### src/rtl/stage_counter_pkg.sv
// stage_counter_pkg
// Phase constants for the four-phase instruction-cycle sequencer. These
// encodings are also decoded by the control unit, so keep them stable.
// Contents:
//   PH_W                    width of the binary phase index
//   PH_FETCH/DECODE/EXEC/INC binary encodings of the four phases
//   PH_COUNT                number of phases (strobe vector width)
package stage_counter_pkg;

  localparam int PH_W     = 2;
  localparam int PH_COUNT = 4;

  localparam logic [PH_W-1:0] PH_FETCH  = 2'd0;
  localparam logic [PH_W-1:0] PH_DECODE = 2'd1;
  localparam logic [PH_W-1:0] PH_EXEC   = 2'd2;
  localparam logic [PH_W-1:0] PH_INC    = 2'd3;

endpackage

### src/rtl/stage_counter_phase_decode.sv
// stage_counter_phase_decode
// Purely combinational binary-to-one-hot decode of the phase index.
// Bit n of the output is high when the phase equals n, so bit 0 is fetch,
// bit 1 decode, bit 2 execute, bit 3 increment.
// Ports:
//   phase   in  PH_W      binary phase index
//   onehot  out PH_COUNT  one-hot strobe vector
module stage_counter_phase_decode
  import stage_counter_pkg::*;
(
  input  logic [PH_W-1:0]     phase,
  output logic [PH_COUNT-1:0] onehot
);

  for (genvar gi = 0; gi < PH_COUNT; gi++) begin : g_dec
    assign onehot[gi] = (phase == PH_W'(gi));
  end

endmodule

### src/rtl/stage_counter.sv
// stage_counter
// Four-phase instruction-cycle sequencer: fetch -> decode -> execute ->
// increment -> fetch. Exactly one phase strobe is high at any time; the
// strobes come straight from flops so they cannot glitch.
// Ports:
//   clk    in  1     system clock, rising edge
//   clr    in  1     asynchronous active-high clear, forces fetch
//   ce     in  1     count enable; phase holds when low
//   f      out 1     fetch strobe      (phase 0)
//   d      out 1     decode strobe     (phase 1)
//   e      out 1     execute strobe    (phase 2)
//   i      out 1     increment strobe  (phase 3)
//   phase  out PH_W  binary phase index
//   wrap   out 1     phase 3 with ce high: next edge returns to fetch
module stage_counter
  import stage_counter_pkg::*;
(
  input  logic            clk,
  input  logic            clr,
  input  logic            ce,
  output logic            f,
  output logic            d,
  output logic            e,
  output logic            i,
  output logic [PH_W-1:0] phase,
  output logic            wrap
);

  logic [PH_W-1:0]     phase_reg;
  logic [PH_W-1:0]     phase_next;
  logic [PH_COUNT-1:0] strobe_reg;
  logic [PH_COUNT-1:0] strobe_next;

  // 2-bit overflow provides the 3 -> 0 wrap; every encoding is a legal phase.
  always_comb begin
    phase_next = phase_reg;
    if (ce) begin
      phase_next = phase_reg + 2'd1;
    end
  end

  // The strobes are decoded from the next phase and registered alongside it,
  // so they always match the registered phase and switch cleanly at clk-to-Q.
  stage_counter_phase_decode u_decode (
    .phase  (phase_next),
    .onehot (strobe_next)
  );

  always_ff @(posedge clk or posedge clr) begin
    if (clr) begin
      phase_reg  <= PH_FETCH;
      strobe_reg <= PH_COUNT'(1);
    end else begin
      phase_reg  <= phase_next;
      strobe_reg <= strobe_next;
    end
  end

  assign phase = phase_reg;
  assign f     = strobe_reg[PH_FETCH];
  assign d     = strobe_reg[PH_DECODE];
  assign e     = strobe_reg[PH_EXEC];
  assign i     = strobe_reg[PH_INC];

  // Combinational look-ahead for the control unit.
  assign wrap = (phase_reg == PH_INC) & ce;

endmodule

### config.mk
export PLATFORM = sky130hd
export DESIGN_NAME = stage_counter
export DESIGN_NICKNAME = d
export VERILOG_FILES = /design/src/rtl/stage_counter_pkg.sv /design/src/rtl/stage_counter_phase_decode.sv /design/src/rtl/stage_counter.sv
export SDC_FILE = /design/constraint.sdc
export NUM_CORES = 1
export LEC_CHECK = 0
export ABC_AREA = 1
export BUFFER_PORTS_ARGS = -buffer_cell sky130_fd_sc_hd__clkbuf_2
export CAP_MARGIN = 0
export CELL_PAD_IN_SITES_DETAIL_PLACEMENT = 0
export CELL_PAD_IN_SITES_GLOBAL_PLACEMENT = 2
export CORE_AREA = 4 4 41 43
export DETAILED_ROUTE_END_ITERATION = 16
export DIE_AREA = 0 0 45 47
export GPL_TIMING_DRIVEN = 1
export HOLD_SLACK_MARGIN = 0.05
export PLACE_DENSITY_LB_ADDON = 0.08
export SYNTH_ARGS = -nofsm -noshare
export SYNTH_HDL_FRONTEND = slang
export SYNTH_SLANG_ARGS = --single-unit
### constraint.sdc
create_clock -name clk -period 1.21 [get_ports clk]
set_clock_uncertainty 0.15 [all_clocks]
set_input_delay 0.0605 -clock clk [delete_from_list [all_inputs] [get_ports clk]]
set_output_delay 0.0605 -clock clk [all_outputs]
set_load 0.1 [all_outputs]
# After elaboration in Yosys (flattened, before gate mapping)
# Cells that the tools add are included.
# classes
addsub,1
n_eq_ne,4
muxes,1
bitwise_logic,1
reduce_logical,1
# op_table
cell,n
$eq 2x2->1 const B,3
$add 2x1->2 const B,1
$eq 2x1->1 const B,1
$logic_not 2->1,1
$mux 2,1
$and 1x1->1,1
# totals
regBits,6
output_inout_bits,7

# Depth between registers and ports, before layout
# logic_depth
depth_word,3
depth_mapped,5

# Modules after synthesis
# From an unflattened synthesis, not the netlist that was laid out.
# unflattened
cells_unflattened,25
area_unflattened_um2,231.5
# by_module_without_submodules
module,n_inst,cells_each,area_each_um2,seq_area_each_um2
stage_counter,1,18,205.2,151.4
stage_counter_phase_decode,1,7,26.3,0.0

# Worst setup path before layout
# OpenSTA, ideal clock, no wires.
# synth_timing
path_kind,reg-to-output
from,reg phase_reg[0] (netlist: phase[0])
to,out wrap
t_arrival_ns,1.852
slack_ns,-0.852
path_stages_with_launch,4
n_path_buf,0
cell_sequence,dfrtp_1 ha_1 nand2_1 inv_1
# synth_via
elab_chain_cells,2
# synth_lines
item,line,text
"start, declared",stage_counter.sv:29,logic [PH_W-1:0] phase_reg;
"start signal, assigned",stage_counter.sv:54,phase_reg <= phase_next;
$eq 2x2->1,stage_counter.sv:66,assign wrap = (phase_reg == PH_INC) & ce;
$and 1x1->1,stage_counter.sv:66,
"end, declared",stage_counter.sv:26,output logic wrap
# Every way passes these cells.

# Final worst setup path
# layout_timing
from,reg phase_reg[1] (netlist: phase[1])
to,out wrap
# Same word-level chain as after synthesis.

==> results.txt <==
----------------------------------------------------
[Clocking]
  CTS H-tree lvls ... 1
  Number of buffers on the longest clock path ... 2
  Root buf cell ... sky130_fd_sc_hd__clkbuf_4
  Register clock-pin slew on the reported worst setup and hold paths ... 0.05 ns
  TritonCTS clock tree ... built
  Number of buffers inserted during clock tree synthesis ... 3
  Later-pin clock latency in the skew report ... 0.24 ns
  Clock tree sinks ... 6

[Setup path]
  Arrival time reported for the critical path endpoint ... 1.20 ns
  Number of cells on the worst reg-to-reg path ... 6
  Slack of the worst reg-to-reg path ... 0.01 ns
  Category of the critical setup timing path ... flip-flop to output port
  Crit path launch ... phase[1]
  Critical path endpoint category ... output port
  Launching point of the worst reg2reg path ... phase[1]
  CP startpoint kind ... flip-flop
  Crit Reg-Reg Endpoint ... strobe_reg[3]
  Data required time at the worst endpoint ... 1.00 ns
  Termination of the worst setup path ... wrap
  Worst Path Max Fanout ... 2

[Detailed routing]
  Overall via count from detail_route ... 235
  Vias/cell ... 3.672
  Count of TritonRoute iterations in the first routing pass ... 3
  Drc violations ... 0
  Number of antenna-violating nets in the routed design ... 0
  Number of DRC markers in iteration 0 ... 2
  Routed length per instance ... 9.672 µm
  Total routed wirelength ... 619 µm

[Floorplanning]
  Die X ... 45 µm
  Core Area ... 1301 µm²
  I/O pins ... 10
  Starting Density ... 0.1962
  Die height ... 47 µm
  Die area ... 2115 µm²
  Site row count ... 13

[Yosys]
  Cell types occupying the most area after synthesis ... sky130_fd_sc_hd__dfrtp_1, sky130_fd_sc_hd__nand2_1, sky130_fd_sc_hd__dfstp_2
  Area leader, netlist ... sky130_fd_sc_hd__dfrtp_1
  Post-synthesis share of cell area spent on xor and xnor gates ... 0
  Fraction of synthesized cell area taken by the top area cell type ... 0.4902
  Portion of netlist area occupied by mux cells ... 0
  Average instance area after synthesis ... 8.508 µm²
  Flop and latch count out of synthesis ... 6
  Compound-cell area share of the yosys netlist ... 0
  Number of synthesis warnings ... 0
  Largest family of logic cells by synthesized area ... simple AND/OR/NAND/NOR gates
  Simple-gate share of the synthesized area ... 0.2696
  Part of the Yosys area used for sequential elements ... 0.5931
  Syn Std Cell Area ... 255.2 µm²
  Synth cell types ... 8
  Post-Syn Instances ... 30
  Syn_nets ... 34
  Post-synthesis adder-cell area fraction ... 0.04902

[Run status]
  Violations in the final reports ... negative setup slack
  Result of the run ... complete, but fails checks

[Worst hold path]
  Tightest Hold Check Type ... primary input to flip-flop

[Power and ir drop]
  Pleak ... 0.2673 nW
  Worst IR Drop VDD ... 1217 µV
  Total power per unit cell area ... 2856 nW/µm²

[Global route]
  Initial antenna violation count ... 0
  Maximum number of pins on one net before global-route repair ... 7
  Number of global-route vias before repair ... 232
  Wire length of the first global-routing pass ... 966 µm
  Aggregate global-route resource usage ... 0.07006
  Aggregate global routing overflow ... 0

[Placement]
  Cell Count Post-Placement ... 56
  Final weighted congestion in routability-driven placement ... 0.6817
  Number of port buffers ... 9
  Cell area reported after detailed placement ... 467.9 µm²
  DP HPWL ... 459.2 µm

[Timing]
  Fin Hold WS ... 0.07287 ns
  Final cycle utilization of the critical path ... 1.163
  Fmax ... 0.7107 GHz
  Final worst path period need ... 1.407 ns
  Transition at the pin with the smallest max-transition slack ... 0.2248 ns
  Min setup slack post-route ... -0.1970 ns
  Number of failing setup endpoints in the final timing report ... 3
  Slew HR ... 0.8500
  Setup TNS Final ... -0.3673 ns
  Slew Limit Fails ... 0
  RSZ-0062 raised after global routing ... true
  Hold Fails Final Rpt ... 0

[Finish]
  Post-layout util ... 0.4212
  Number of standard cells in the final layout excluding fillers ... 64
  Antenna Diode Count ... 0
  Layout cell share with drive strength beyond 1 ... 0.5918
  Total of fill cells in the finished design ... 144
  Syn-to-layout area delta ... 114.7%
  Nets ... 54
  Max reg flops ... 4
  Final instance area ... 548.0 µm²

[Flow run]
  Maximum capacitance violations ... 0

----------------------------------------------------
cells in the final DEF, fill, tap and decap left out, drive strengths merged:
cell type / Yosys / layout
buf: 0 / 10
clkbuf: 0 / 6
clkinvlp: 0 / 1
dfrtp: 5 / 5
dfstp: 1 / 1
dlygate4sd3: 0 / 3
ha: 1 / 1
inv: 6 / 5
nand2: 13 / 13
nor2: 4 / 4
worst max-delay path, cell delays in order (launching register included):
cell	delay, ns
sky130_fd_sc_hd__dfrtp_4	0.48
sky130_fd_sc_hd__ha_4	0.17
sky130_fd_sc_hd__nand2_4	0.05
sky130_fd_sc_hd__clkinvlp_4	0.09
sky130_fd_sc_hd__buf_12	0.17
kinds of logic after synthesis:
| logic type | count (synthesis) |
|---|---|
| fa+ha+maj | 1 |
| buf+inv | 6 |
| flops | 6 |
| simple gates | 17 |
power breakdown:
part           total, mW  internal [mW]  switching [mW]
Combinational       1.04          0.383           0.652
Clock              0.198          0.125          0.0728
Sequential         0.333          0.282          0.0510
Total               1.57          0.790           0.776
cell usage after synthesis:
cell,instances
sky130_fd_sc_hd__ha_1,1
sky130_fd_sc_hd__nand2_2,2
sky130_fd_sc_hd__nand2_1,11
sky130_fd_sc_hd__nor2_1,4
sky130_fd_sc_hd__inv_1,5
sky130_fd_sc_hd__dfrtp_1,5
sky130_fd_sc_hd__inv_2,1
sky130_fd_sc_hd__dfstp_2,1
metal layers:
| layer | wire length (µm) | track usage | vias to the layer above |
|---|---|---|---|
| li1 | - | - | 122 |
| met3 | 31 | 0.02299 | 2 |
| met2 | 313 | 0.09887 | 6 |
| met5 | 0 | 0 | - |
| met4 | 12 | 0.08772 | 0 |
| met1 | 262 | 0.07442 | 105 |
cell type report:
class | instances | area (µm²) | share of cell area
timing repair buffer | 15 | 206.4 | 0.3767
sequential | 6 | 158.9 | 0.2900
multi-input combinational | 18 | 111.4 | 0.2032
clock buffer | 4 | 26.28 | 0.04795
inverter | 6 | 26.28 | 0.04795
tap | 15 | 18.77 | 0.03425
stage by stage:
stage | worst slack [ns] | power [mW]
after floorplan | -0.2943 | 0.9390
after detailed placement | 0.01080 | 1.314
after global routing | -0.2398 | 1.631
final | -0.1970 | 1.565
after global placement | 0.01284 | 1.310
after CTS | -0.2102 | 1.566
how the worst min path moves through the flow:
stage / cells after the start / slack, ns / start / to
finish: 4 / 0.07 / ce / strobe_reg[1]
global route: 4 / 0.11 / ce / strobe_reg[1]
CTS: 4 / 0.06 / ce / strobe_reg[3]
detailed placement: 2 / -0.19 / clr / strobe_reg[1]
global placement: 2 / -0.19 / clr / strobe_reg[1]
floorplan: 1 / -0.30 / clr / strobe_reg[1]
what timing repair did:
item / in CTS / in global routing
pin swaps: 1 / 1
setup endpoints to repair: 3 / 6
hold buffers: 3 / 0
hold endpoints to repair: 9 / 0
gates resized for setup: 2 / 4
setup buffers: 1 / 1
Note: power is estimated with default switching activity, not from simulation.
